File: config.mk
export PLATFORM = sky130hd
export DESIGN_NAME = seg_scan_display
export DESIGN_NICKNAME = d
export VERILOG_FILES = /design/src/rtl/seg_scan_display.sv
export SDC_FILE = /design/constraint.sdc
export NUM_CORES = 1
export LEC_CHECK = 0
export CAP_MARGIN = 20
export CORE_MARGIN = 2
export CORE_UTILIZATION = 50
export DETAILED_ROUTE_END_ITERATION = 8
export PLACE_DENSITY = 0.82
export SLEW_MARGIN = 5
export SYNTH_ARGS = -nofsm -noshare
export SYNTH_HDL_FRONTEND = slang
export SYNTH_SLANG_ARGS = --single-unit
File: constraint.sdc
create_clock -name clk -period 1.7 [get_ports clk]
set_input_delay 0.51 -clock clk [delete_from_list [all_inputs] [get_ports clk]]
set_output_delay 0.51 -clock clk [all_outputs]
set_load 0.005 [all_outputs]
File: src/rtl/seg_scan_display.sv
// seg_scan_display: binary-to-BCD load path feeding a multiplexed active-low 7-segment scanner
module seg_scan_display #(
  parameter int DIGITS    = 2,
  parameter int VAL_W     = 5,
  parameter int SCAN_DIV  = 4,
  parameter int BLINK_DIV = 256
) (
  input  logic              clk,
  input  logic              rst_n,
  input  logic              load,
  input  logic [VAL_W-1:0]  value,
  input  logic              blank_lz,
  input  logic              blink_en,
  input  logic [DIGITS-1:0] dp,
  output logic              busy,
  output logic              done,
  output logic              ovf,
  output logic [DIGITS-1:0] dig_sel,
  output logic [7:0]        seg
);
  localparam int BW = 4 * DIGITS;
  localparam int CW = VAL_W > 1 ? $clog2(VAL_W) : 1;
  localparam int PW = SCAN_DIV > 1 ? $clog2(SCAN_DIV) : 1;
  localparam int IW = DIGITS > 1 ? $clog2(DIGITS) : 1;
  localparam int KW = BLINK_DIV > 1 ? $clog2(BLINK_DIV) : 1;
  localparam logic [31:0] MAX_VAL = 32'(10 ** DIGITS - 1);
  localparam logic [15:0][7:0] SEG_LUT = {{6{8'hC0}}, 8'h90, 8'h80, 8'hF8, 8'h82, 8'h92,
                                          8'h99, 8'hB0, 8'hA4, 8'hF9, 8'hC0};
  typedef enum logic [1:0] {IDLE, SHIFT, COMMIT} state_t;
  state_t state, state_n;
  logic [VAL_W-1:0] bin;
  logic [BW-1:0] bcd, bcd_adj, disp, sh;
  logic [CW-1:0] cnt;
  logic ovf_next;
  logic [PW-1:0] pre;
  logic [IW-1:0] idx;
  logic [KW-1:0] blk;
  logic phase, pre_wrap, idx_wrap, blk_wrap, blink_off, lz;
  logic [DIGITS-1:0] dig_n;
  logic [7:0] seg_n;

  always_ff @(posedge clk)
    if (!rst_n) state <= IDLE;
    else state <= state_n;

  always_comb
    state_n = state == IDLE  ? (load ? SHIFT : IDLE) :
              state == SHIFT ? (cnt == CW'(VAL_W - 1) ? COMMIT : SHIFT) : IDLE;

  always_comb busy = state != IDLE;

  always_comb begin
    bcd_adj = bcd;
    for (int i = 0; i < DIGITS; i++)
      bcd_adj[4*i+:4] = bcd[4*i+:4] > 4'd4 ? bcd[4*i+:4] + 4'd3 : bcd[4*i+:4];
  end

  always_ff @(posedge clk)
    if (!rst_n) begin
      bin      <= '0;
      bcd      <= '0;
      cnt      <= '0;
      ovf_next <= 1'b0;
      disp     <= '0;
      ovf      <= 1'b0;
      done     <= 1'b0;
    end else begin
      done <= state == COMMIT;
      if (state == IDLE && load) begin
        bin      <= value;
        bcd      <= '0;
        cnt      <= '0;
        ovf_next <= 32'(value) > MAX_VAL;
      end else if (state == SHIFT) begin
        {bcd, bin} <= {bcd_adj, bin} << 1;
        cnt        <= cnt + CW'(1);
      end
      if (state == COMMIT) begin
        disp <= bcd;
        ovf  <= ovf_next;
      end
    end

  always_comb begin
    pre_wrap  = pre == PW'(SCAN_DIV - 1);
    idx_wrap  = pre_wrap && idx == IW'(DIGITS - 1);
    blk_wrap  = idx_wrap && blk == KW'(BLINK_DIV - 1);
    blink_off = blink_en && !phase;
    sh        = disp >> {idx, 2'b00};
    lz        = blank_lz && idx != '0 && sh == '0;
    dig_n     = blink_off ? '1 : ~(DIGITS'(1) << idx);
    seg_n     = blink_off ? 8'hFF :
                {~dp[idx], ovf ? 7'h3F : lz ? 7'h7F : SEG_LUT[sh[3:0]][6:0]};
  end

  always_ff @(posedge clk)
    if (!rst_n) begin
      pre     <= '0;
      idx     <= '0;
      blk     <= '0;
      phase   <= 1'b1;
      dig_sel <= ~DIGITS'(1);
      seg     <= 8'hC0;
    end else begin
      pre     <= pre_wrap ? '0 : pre + PW'(1);
      idx     <= pre_wrap ? (idx_wrap ? '0 : idx + IW'(1)) : idx;
      blk     <= !blink_en ? '0 : idx_wrap ? (blk_wrap ? '0 : blk + KW'(1)) : blk;
      phase   <= !blink_en || (phase ^ blk_wrap);
      dig_sel <= dig_n;
      seg     <= seg_n;
    end
endmodule

==> summary.txt <==
Final layout
  • Storage cell area: 982 sq um
  • Layout Area Growth over Synthesis: 19.9%
  • Nets: 318
  • FILL cells: 380
  • Commonest non-fill, non-tap cell in the layout: dfxtp_1
  • Fin area: 2790 sq um
  • Number of diodes: 0
  • Area of the multi-input gates: 1270 sq um
  • Layout cells sized above 1: 12.2%
  • Most frequent cells in the layout: 48 x dfxtp_1, 45 x nand2_1, 22 x clkdlybuf4s50_1, 13 x nor2_1, 13 x buf_4

Yosys
  • Yosys warns: 0
  • Synth top area cells: dfxtp_1 42%, nand2_1 7.3%, ha_1 6.5%
  • Sequential area share after synthesis: 42.2%
  • Syn Std Cell Area: 2320 sq um
  • Yosys cell types: 46
  • Mapped Nets: 286
  • Cell taking the most area after synthesis: dfxtp_1
  • Post-synthesis cell count: 262
  • Synth top area share: 42.2%
  • Avg Inst Size Synth: 8.87 sq um
  • Flops & latches, synth: 49

Global route
  • Vias in the first global route: 1728
  • Tot GR Track Use: 17.3%
  • Initial antenna violation count: 0
  • First-pass GRT wire length: 7190 um
  • Largest net degree at the start of global routing: 17
  • GRT overflow: 0

Place
  • HPWL Detailed: 3060 um
  • Port Buf Inserts: 23
  • DP Area: 2700 sq um
  • GPL Wtd Cong: 0.795
  • Dpl ws: -0.0784 ns

Status
  • Status: complete, no violations

Critical path
  • Stages on the worst setup path: 1
  • Worst EP arrival: 1.11 ns
  • CP peak stage delay: 0.50 ns
  • CP max FO: 1
  • CP Launch Type: flop
  • Critical path's slowest cell: clkdlybuf4s50_1
  • Cell family with most CP delay: buffers and inverters
  • WP data required: 1.19 ns
  • CP Class: flop to output pin
  • Bufs and invs on worst path: 1
  • Reg2reg path depth: 6
  • CP cell instances: clkdlybuf4s50_1
  • Worst Setup End Kind: output pin

Clocking
  • H-tree levels: 2
  • CTS tree: built
  • CTS Root Cell: clkbuf_8
  • Worst-path clk slew: 0.09 ns
  • Worst-skew pair later-pin latency: 0.30 ns
  • Clk sinks: 49
  • Total CTS buffers: 5
  • Max clock buf depth: 2

Worst hold path
  • Hold Crit Class: flop to flop
  • WHS Path Cells: 2

Power
  • Static leakage: 1.02 nW
  • P_int: 0.00159 W
  • Logic pwr share: 10.6%
  • Sequential share of power: 57.0%
  • Pwr Density: 753 nW/um^2
  • Sw Share: 24.2%
  • Worst VDD drop: 0.000417 V
  • Clock power share: 32.4%
  • Sw power: 0.000509 W

Routing
  • Initial DRT Pass Iterations: 4
  • Drt wl/cell: 11.7 um
  • Post-route ant nets: 0
  • DRT iter0 DRCs: 68
  • DR vias/cell: 5.28
  • Drt total wl: 4070 um
  • Vias: 1832
  • DRC viols: 0

STA
  • Final Hold Viols: 0
  • Fin crit period: 1.62 ns
  • Worst Clk Skew: 0.00813 ns
  • Slew margin rel.: 63.5%
  • Fmax: 615 MHz
  • Setup TNS: 0 ns
  • Final worst-path setup slack: 0.0752 ns
  • Tcrit/Tclk final: 95.6%
  • Unrepaired setup endpoints after global routing: no
  • Max-slew violations: 0
  • # setup viols final: 0
  • Measured slew at the worst slew-check pin: 0.546 ns

Floorplan
  • Die Ht: 72.2 um
  • # IOs: 25
  • Core Rows: 24
  • Initial Utilization: 52.7%
  • Total Die Area: 5210 sq um
  • Core area: 4410 sq um
  • Die Wd: 72.2 um

Job
  • Total of max-cap violations: 0
==> synth_stat cells (all sizes together) <==
library cell and n:
o21a 3, clkbuf 6, a21boi 17, a41oi 1, conb 1, xnor2 2
nand4 3, nand2b 4, or2 1, buf 6, nor2 13, a21oi 12
nor3b 2, o211ai 3, o311ai 2, inv 8, a211oi 5, nand2 45
dfxtp 49, mux2i 5, a22oi 4, and3b 1, o21ai 12, a31oi 1
and2 7, nor2b 8, and3 1, mux2 2, ha 12, and2b 1
and4 3, xor2 8, a311oi 1, nand3 5, nor3 4, a21o 1
or3 3
==> final cells by class <==
cell class              count  area share [%]
clock inverters             2           0.539
well taps                  52            2.33
multi-input cells         193            45.7
inverters                   8            1.08
clock buffers               6            2.60
flip-flops and latches     49            35.2
repair buffers             37            12.5
==> logic make-up after synthesis <==
| logic type | synth area share (%) |
|---|---|
| adders and majority gates | 6.46 |
| DFF | 42.2 |
| buffers and inverters | 3.98 |
| xor gates and xnor gates | 3.77 |
| and+or+nand+nor | 22.1 |
| muxes | 3.28 |
| other | 0.161 |
| AOI/OAI and AO/OA | 18.1 |
==> final timing paths <==
check | slack [ns] | start | endpoint
min | 0.46 | bin[1]$_SDFFE_PN0P_ | bin[1]$_SDFFE_PN0P_
min reg2reg | 0.46 | bin[1]$_SDFFE_PN0P_ | bin[1]$_SDFFE_PN0P_
max | 0.08 | seg[1]$_SDFF_PN0_ | seg[1]
max reg2reg | 0.15 | idx$_SDFFE_PN0N_ | seg[4]$_SDFF_PN0_
==> repair_timing <==
action,4_1_cts,5_1_grt
pin swaps,0,0
setup buffers,0,0
hold endpoints to repair,0,0
hold buffers,0,0
endpoints found under the setup margin,1,3
resized for setup,1,3
==> state kept, by name, summed over array words and instances (netlist names), 2 cells and up <==
signal and cells:
disp 8, cnt 3, seg 8, bcd 8
state 2, dig_sel 2, blk 8, pre 2
bin 5
==> metrics by stage <==
stage	cells	util [%]	hold slack, ns	total power (W)
floorplan	262	-	0.403	0.00135
global placement	339	61.1	0.416	0.00144
detailed placement	339	61.1	0.444	0.00145
CTS	347	63.0	0.459	0.00212
global route	347	63.2	0.473	0.00219
finish	347	63.2	0.458	0.00210
==> power by group through the flow <==
stage	registers [W]	clock network, W	logic (W)
finish	0.00120	0.000681	0.000223
global route	0.00120	0.000740	0.000248
CTS	0.00120	0.000697	0.000223
detailed placement	0.00122	0	0.000224
global placement	0.00122	0	0.000220
floorplan	0.00122	0	0.000134
==> routing by layer <==
layer  GRT usage (%)  routed length (um)  vias up
met2            30.8                1890       28
met1            20.2                1980      833
met3            3.89                 145        7
met5               0                   0        -
met4            6.29                  53        0
li1                -                   -      964
Power figures use the tool's default switching activity.
